==> config.mk <==
export PLATFORM = sky130hd
export DESIGN_NAME = queue_7x1_ctrl
export DESIGN_NICKNAME = d
export VERILOG_FILES = /design/src/rtl/queue_7x1_ctrl.sv
export SDC_FILE = /design/constraint.sdc
export NUM_CORES = 1
export LEC_CHECK = 0
export BUFFER_PORTS_ARGS = -buffer_cell sky130_fd_sc_hd__buf_2
export CORE_UTILIZATION = 41
export CTS_CLUSTER_DIAMETER = 100
export DETAILED_ROUTE_END_ITERATION = 16
export GPL_TIMING_DRIVEN = 0
export PLACE_DENSITY = 0.69
export RECOVER_POWER = 50
export SLEW_MARGIN = 30
export SYNTH_ARGS = -nofsm -noshare
export SYNTH_HDL_FRONTEND = slang
export SYNTH_SLANG_ARGS = --single-unit
==> constraint.sdc <==
create_clock -name clock -period 2.7 [get_ports clock]
set_clock_uncertainty 0.05 [all_clocks]
set_input_delay 0.27 -clock clock [delete_from_list [all_inputs] [get_ports clock]]
set_output_delay 0.27 -clock clock [all_outputs]
set_load 0.05 [all_outputs]
==> src/rtl/queue_7x1_ctrl.sv <==
// Control logic for a 7-entry, 1-bit FIFO backed by an external ram_7x1 macro.
// Pointers wrap 6 -> 0; a maybe_full flag disambiguates full from empty.
module queue_7x1_ctrl (
  input  logic       clock,
  input  logic       reset,
  input  logic       flush,
  input  logic       io_enq_valid,
  input  logic       io_enq_bits,
  output logic       io_enq_ready,
  output logic       io_deq_valid,
  output logic       io_deq_bits,
  input  logic       io_deq_ready,
  output logic [2:0] io_count,
  output logic [2:0] R0_addr,
  output logic       R0_en,
  output logic       R0_clk,
  input  logic       R0_data,
  output logic [2:0] W0_addr,
  output logic       W0_en,
  output logic       W0_clk,
  output logic       W0_data
);

  localparam logic [2:0] LastPtr = 3'd6;

  logic [2:0] enq_ptr_q, enq_ptr_d;
  logic [2:0] deq_ptr_q, deq_ptr_d;
  logic       maybe_full_q, maybe_full_d;

  logic       ptr_match;
  logic       empty;
  logic       full;
  logic       enq_fire;
  logic       deq_fire;
  logic [2:0] ptr_diff;

  assign ptr_match = (enq_ptr_q == deq_ptr_q);
  assign empty     = ptr_match & ~maybe_full_q;
  assign full      = ptr_match & maybe_full_q;

  // Ready/valid depend only on state, never on same-cycle handshake inputs.
  assign io_enq_ready = ~full;
  assign io_deq_valid = ~empty;

  assign enq_fire = io_enq_valid & io_enq_ready;
  assign deq_fire = io_deq_valid & io_deq_ready;

  // 3-bit difference is taken mod 8; subtracting one on wrap converts it to mod 7.
  always_comb begin
    ptr_diff = enq_ptr_q - deq_ptr_q;
    if (enq_ptr_q < deq_ptr_q) begin
      ptr_diff = ptr_diff - 3'd1;
    end
  end

  assign io_count = full ? 3'd7 : ptr_diff;

  always_comb begin
    enq_ptr_d    = enq_ptr_q;
    deq_ptr_d    = deq_ptr_q;
    maybe_full_d = maybe_full_q;
    if (flush) begin
      enq_ptr_d    = 3'd0;
      deq_ptr_d    = 3'd0;
      maybe_full_d = 1'b0;
    end else begin
      if (enq_fire) begin
        enq_ptr_d = (enq_ptr_q == LastPtr) ? 3'd0 : enq_ptr_q + 3'd1;
      end
      if (deq_fire) begin
        deq_ptr_d = (deq_ptr_q == LastPtr) ? 3'd0 : deq_ptr_q + 3'd1;
      end
      if (enq_fire != deq_fire) begin
        maybe_full_d = enq_fire;
      end
    end
  end

  always_ff @(posedge clock or negedge reset) begin
    if (!reset) begin
      enq_ptr_q    <= 3'd0;
      deq_ptr_q    <= 3'd0;
      maybe_full_q <= 1'b0;
    end else begin
      enq_ptr_q    <= enq_ptr_d;
      deq_ptr_q    <= deq_ptr_d;
      maybe_full_q <= maybe_full_d;
    end
  end

  // Write strobe is masked while reset is held so the macro is never written then.
  assign W0_en   = enq_fire & reset;
  assign W0_addr = enq_ptr_q;
  assign W0_data = io_enq_bits;
  assign W0_clk  = clock;

  assign R0_en       = 1'b1;
  assign R0_addr     = deq_ptr_q;
  assign R0_clk      = clock;
  assign io_deq_bits = R0_data;

endmodule

Word level (Yosys, flattened, before mapping)
Cells that the tools add are included.

storage, ports and cells
  register bits = 7
  input bits = 7
  output and inout port bits = 17
  logic and storage cells = 33

operators by class
  add/sub/neg operators = 4
  order comparisons = 1
  equality and inequality tests = 4
  mux-type cells = 10
  bitwise logic cells = 8
  reduce and logical (&&, ||, !) cells = 3

operator list
  cell                   count
  $mux W3                8
  $add A3 B1 Y3 const B  2
  $eq A3 B3 Y1 const B   2
  $reduce_bool A2 Y1     3
  $and A1 B1 Y1          5
  $eq A3 B3 Y1           1
  $lt A3 B3 Y1           1
  $not A1 Y1             3
  $sub A3 B1 Y3 const B  1
  $sub A3 B3 Y3          1
  $mux W1                2
  $ne A1 B1 Y1           1

Longest topological paths before layout
Gate-level depths: netlist of run 1.

  depth after elaboration = 7
  mapped depth = 8
  depth with buffers taken out = 6

==> results of run 1 <==
## layout by cell type (no fill, tap or decap), types with 2 or more instances in the layout
master and instances:
inv_1 6, buf_6 3, o21ai_0 7, a21o_1 2, nand4_1 3, buf_4 5
ha_1 3, inv_2 3, nand3_1 3, a21oi_1 8, buf_2 11, clkbuf_1 8
dfrtp_1 7, clkbuf_4 7
## power by group through the flow
stage | Clock [uW] | Combinational (uW) | Sequential (uW)
after global routing | 392 | 423 | 130
after floorplan | 160 | 282 | 153
final | 365 | 392 | 129
after CTS | 373 | 380 | 128
after detailed placement | 181 | 378 | 130
after global placement | 181 | 373 | 129
## cell type report
type	instances	area (sq um)	share of cell area
inverters	9	33.78	0.04186
well taps	15	18.77	0.02326
flip-flops and latches	7	175.2	0.2171
multi-input cells	50	356.6	0.4419
repair buffers	18	92.59	0.1147
clock buffers	10	66.31	0.08217
plain buffers	8	63.81	0.07907
## how the worst max path moves through the flow
stage,from,endpoint,slack (ns),depth (start not counted)
global route,R0_addr[0],io_count[2],-0.002,6
CTS,R0_addr[0],io_count[2],0.02,6
floorplan,W0_addr[0],io_count[2],0.10,6
finish,R0_addr[0],io_count[2],0.09,6
global placement,R0_addr[0],io_count[2],0.41,6
detailed placement,R0_addr[0],io_count[2],0.39,6
## repair_timing
action | CTS | global route
gates resized for setup | 0 | 5
hold buffers | 1 | 0
endpoints found under the setup margin | 0 | 1
hold endpoints to repair | 7 | 0
## logic make-up (layout without fill, tap and decap cells)
group / count (synthesis) / in the layout / share of synthesized area
other cells: 1 / 1 / 0.005982
xor+xnor: 1 / 1 / 0.01397
buf+inv: 17 / 45 / 0.1557
simple gates: 18 / 18 / 0.1916
flops: 7 / 7 / 0.2794
compound gates: 25 / 25 / 0.2415
fa+ha+maj: 5 / 5 / 0.1118
## worst register-to-register path, stage by stage, from the launching register on
cell and delay, ns:
dfrtp_1 0.48, inv_1 0.10, ha_1 0.36, and4_4 0.19
buf_6 0.12, or4_1 0.45, a21oi_1 0.15
## layer usage
| layer | wire [microns] | global-route usage |
|---|---|---|
| met5 | 0 | 0 |
| met4 | 0 | 0.1855 |
| met3 | 86 | 0.1033 |
| met2 | 677 | 0.2852 |
| met1 | 672 | 0.2033 |
## sequential cells by signal, indices dropped and copies added (netlist names)
| name | count |
|---|---|
| R0_addr | 3 |
| maybe_full_q | 1 |
| W0_addr | 3 |
## per-stage QoR
stage,setup TNS [ns],instances,cell area [sq um]
detailed placement,0,108,740.7
finish,0,117,807.0
global route,-0.001914,117,807.0
global placement,0,108,740.7
CTS,0,117,807.0
floorplan,0,74,626.9
==> flow_summary.yaml, run 1 <==
sta:
  worst_slew_pin_slew_ns: 0.5938
  finalSetupViolations: 0
  period_minus_slack_ns: 2.611
  relSlewSlack: 0.6058
  fmax_ghz: 0.3829
  hold_slack_ns: 0.1592
  setup_ws_ns: 0.08867
  hold_viol_final: 0
  finalCritPeriodShare: 0.9672
  final_max_slew_viol_count: 0
yosys:
  synth-seq-cells: 7
  synth_edf_count: 0
  synth_top_area_share: 0.2794
  mappedNetlistArea_sq_um: 626.9
  ys_seq_area_frac: 0.2794
  synth_common_cells: "a21oi_1 (8), dfrtp_1 (7), inv_1 (7), o21ai_0 (7), buf_4 (5)"
  synth_most_common_cell: "a21oi_1"
  async_flop_share: 1.000
  synthFlopType: "dfrtp_1"
  postSynthAreaPerCell_sq_um: 8.471
  yosysWarnings: 0
  yosys-top-cells-area: "dfrtp_1 (28%), ha_1 (8.0%), a21oi_1 (6.4%)"
  syn_inst: 74
  syn-num-nets: 86
  ys_types: 35
  post-synth-top-area-cell: "dfrtp_1"
drt:
  wl_per_cell_microns: 12.27
  drc: 0
  dr.pass1.iters: 4
  routed_via_density: 5.564
  drt-initial-drc-count: 10
  dr_total_vias: 651
  drtAntennaViolNets: 0
  wirelength_mm: 1.436
final_layout:
  finish.utilization: 0.5907
  drive_gt1_frac: 0.3039
  n_antenna_cell: 0
  area_growth_pct: 28.74
  nets: 115
  nFillCells: 134
critical_path:
  crit_fanout: 7
  crit_chain: "ha_2 -> fa_1 -> ha_1 -> a31oi_1 -> or3b_1 -> buf_6"
  r2r_end: "W0_addr[2]"
  critical_path_buf_inv_count: 1
  critical_path.slowest_cell: "fa_1"
  endpoint_kind: "output port"
  slowest_delay_ns: 0.50
  start_kind: "flop"
  worst-setup-path-type: "flop to output port"
  critPathArrivalTime_ns: 2.29
  reg2reg_depth: 6
  path_delay_family: "adder cells"
  reg2reg_from: "R0_addr[1]"
  rrSetupSlack_ns: 0.70
  crit_required_ns: 2.38
grt:
  grt_pass1_vias: 564
  antenna_found_initial: 0
  grt_pass1_wl_mm: 2.042
  overflow: 0
  grt.total_usage: 0.1982
  grt_start_max_net_pins: 10
power:
  irDropWorstVdd_mv: 0.7505
  seqPwrFrac: 0.146
  switching_power_uw: 472.7
  power_density_nw_per_um2: 1098
  swShare: 0.5337
  clkPwrFrac: 0.412
  pwr-share-comb: 0.442
  power.total_uw: 885.8
  power.internal_uw: 413.0
  leakage_uw: 0.0003797
cts:
  post_cts_buffers: 0
  cts_tree: "yes"
  clk_pin_slew_worst_paths_ns: 0.05
  insertion_delay_ns: 0.35
floorplan:
  ios: 24
  start_util: 0.4588
  die_area_sq_um: 1689
  core_sq_um: 1366
  die_w_microns: 41.10
  die_y_microns: 41.10
  std_cell_rows: 13
placed_design:
  place_ws_ns: 0.3873
  io_buffers: 19
  globalplace.congestion: 0.8358
  dp_hpwl_mm: 1.091
run_status:
  run_status: "finished clean"
worst_hold_path:
  hold_path.class: "primary input to flop"
  min_to: "R0_addr[0]"
  whs_path_depth: 3
  worstHoldStart: "io_deq_ready"
run:
  cap_violations: 0
Power figures use the tool's default switching activity.
==> inputs of run 2 (changes only) <==
- SETUP_SLACK_MARGIN: unset -> 0.2
==> flow_summary.yaml, run 2 (synthesis results as in run 1) <==
final_layout:
  n_antenna_cell: 0
  finish.utilization: 0.6383
  layout_commonest_cell: "clkbuf_1"
  nFillCells: 131
  drive_gt1_frac: 0.3810
  nets: 118
  most-common-layout-cells: "clkbuf_1 (10), buf_4 (8), clkbuf_4 (8)"
  area_growth_pct: 39.12
sta:
  worst_slew_pin_slew_ns: 0.6001
  fmax_ghz: 0.3907
  setup_tns_ns: 0
  rsz0062_at_grt: "yes"
  period_minus_slack_ns: 2.559
  setup_ws_ns: 0.1407
  relSlewSlack: 0.6016
  finalCritPeriodShare: 0.9479
  hold_viol_final: 0
  hold_slack_ns: 0.1733
  final_max_slew_viol_count: 0
  finalSetupViolations: 0
drt:
  routed_via_density: 5.458
  wirelength_mm: 1.507
  drt-initial-drc-count: 9
  wl_per_cell_microns: 12.56
  dr_total_vias: 655
  dr.pass1.iters: 4
  drc: 0
  drtAntennaViolNets: 0
floorplan:
  std_cell_rows: 13
  die_y_microns: 41.10
  die_area_sq_um: 1689
  start_util: 0.4588
  core_sq_um: 1366
  die_w_microns: 41.10
  ios: 24
power:
  power_density_nw_per_um2: 1077
  leakage_uw: 0.0003897
  irDropWorstVdd_mv: 0.8109
cts:
  cts_tree: "yes"
  clk_pin_slew_worst_paths_ns: 0.05
  insertion_delay_ns: 0.36
grt:
  grt.total_usage: 0.2206
  grt_start_max_net_pins: 10
  overflow: 0
  grt_pass1_vias: 531
  antenna_found_initial: 0
  grt_pass1_wl_mm: 2.139
critical_path:
  start_kind: "flop"
  endpoint_kind: "output port"
  reg2reg_from: "R0_addr[2]"
  worst-setup-path-type: "flop to output port"
  crit_fanout: 3
  critPathArrivalTime_ns: 2.24
  rrSetupSlack_ns: 0.73
  crit_required_ns: 2.38
  r2r_end: "W0_addr[2]"
  reg2reg_depth: 7
worst_hold_path:
  whs_path_depth: 3
  min_to: "R0_addr[0]"
  worstHoldStart: "io_deq_ready"
  hold_path.class: "primary input to flop"
placed_design:
  io_buffers: 19
  place_ws_ns: 0.3950
  globalplace.congestion: 0.8376
  dp_hpwl_mm: 1.055
run:
  cap_violations: 0
run_status:
  run_status: "finished clean"
## run 2: metal layers
| layer | track usage | wire, microns | vias to the layer above |
|---|---|---|---|
| met5 | 0 | 0 | - |
| met4 | 0.2177 | 25 | 0 |
| met3 | 0.1413 | 46 | 4 |
| met2 | 0.2969 | 762 | 21 |
| met1 | 0.2230 | 673 | 305 |
| li1 | - | - | 325 |
## run 2: cell type report
type	instances	area (sq um)	share of cell area
Sequential cell	7	177.7	0.2037
Clock buffer	10	66.31	0.07604
Timing Repair Buffer	21	121.4	0.1392
Tap cell	15	18.77	0.02152
Multi-Input combinational cell	50	390.4	0.4476
Inverter	9	33.78	0.03874
Buffer	8	63.81	0.07317
## run 2: per-stage QoR
step	area (sq um)	total power, uW	cells
after detailed placement	747.0	695.0	108
after CTS	845.8	922.3	119
after global placement	747.0	689.5	108
after global routing	872.1	1010	120
final	872.1	939.6	120
after floorplan	633.1	600.2	74
## run 2: worst max path at each step
stage                     slack, ns           to  startpoint
after floorplan                0.19  io_count[2]  R0_addr[0]
after global placement         0.42  io_count[2]  R0_addr[0]
after detailed placement       0.39  io_count[2]  R0_addr[0]
after CTS                      0.13  io_count[2]  W0_addr[0]
after global routing           0.03  io_count[2]  R0_addr[0]
final                          0.14  io_count[2]  R0_addr[0]
## run 2: critical path, cell delays in order, from the launching register on
cell and delay, ns:
dfrtp_1 0.42, ha_4 0.19, fa_2 0.56, ha_4 0.13, a31oi_1 0.06, or3b_1 0.36
buf_6 0.16
## run 2: timing repair
action / CTS / global route
hold buffers: 1 / 0
setup endpoints to repair: 2 / 4
buffers inserted: 2 / 1
pin swaps: 0 / 1
endpoints found under the hold margin: 7 / 0
resized for setup: 7 / 7
## run 2: where the power goes
part | total, uW | switching, uW | internal (uW)
Clock | 362 | 184 | 178
Sequential | 128 | 12.5 | 115
Combinational | 450 | 291 | 159
Total | 940 | 487 | 452
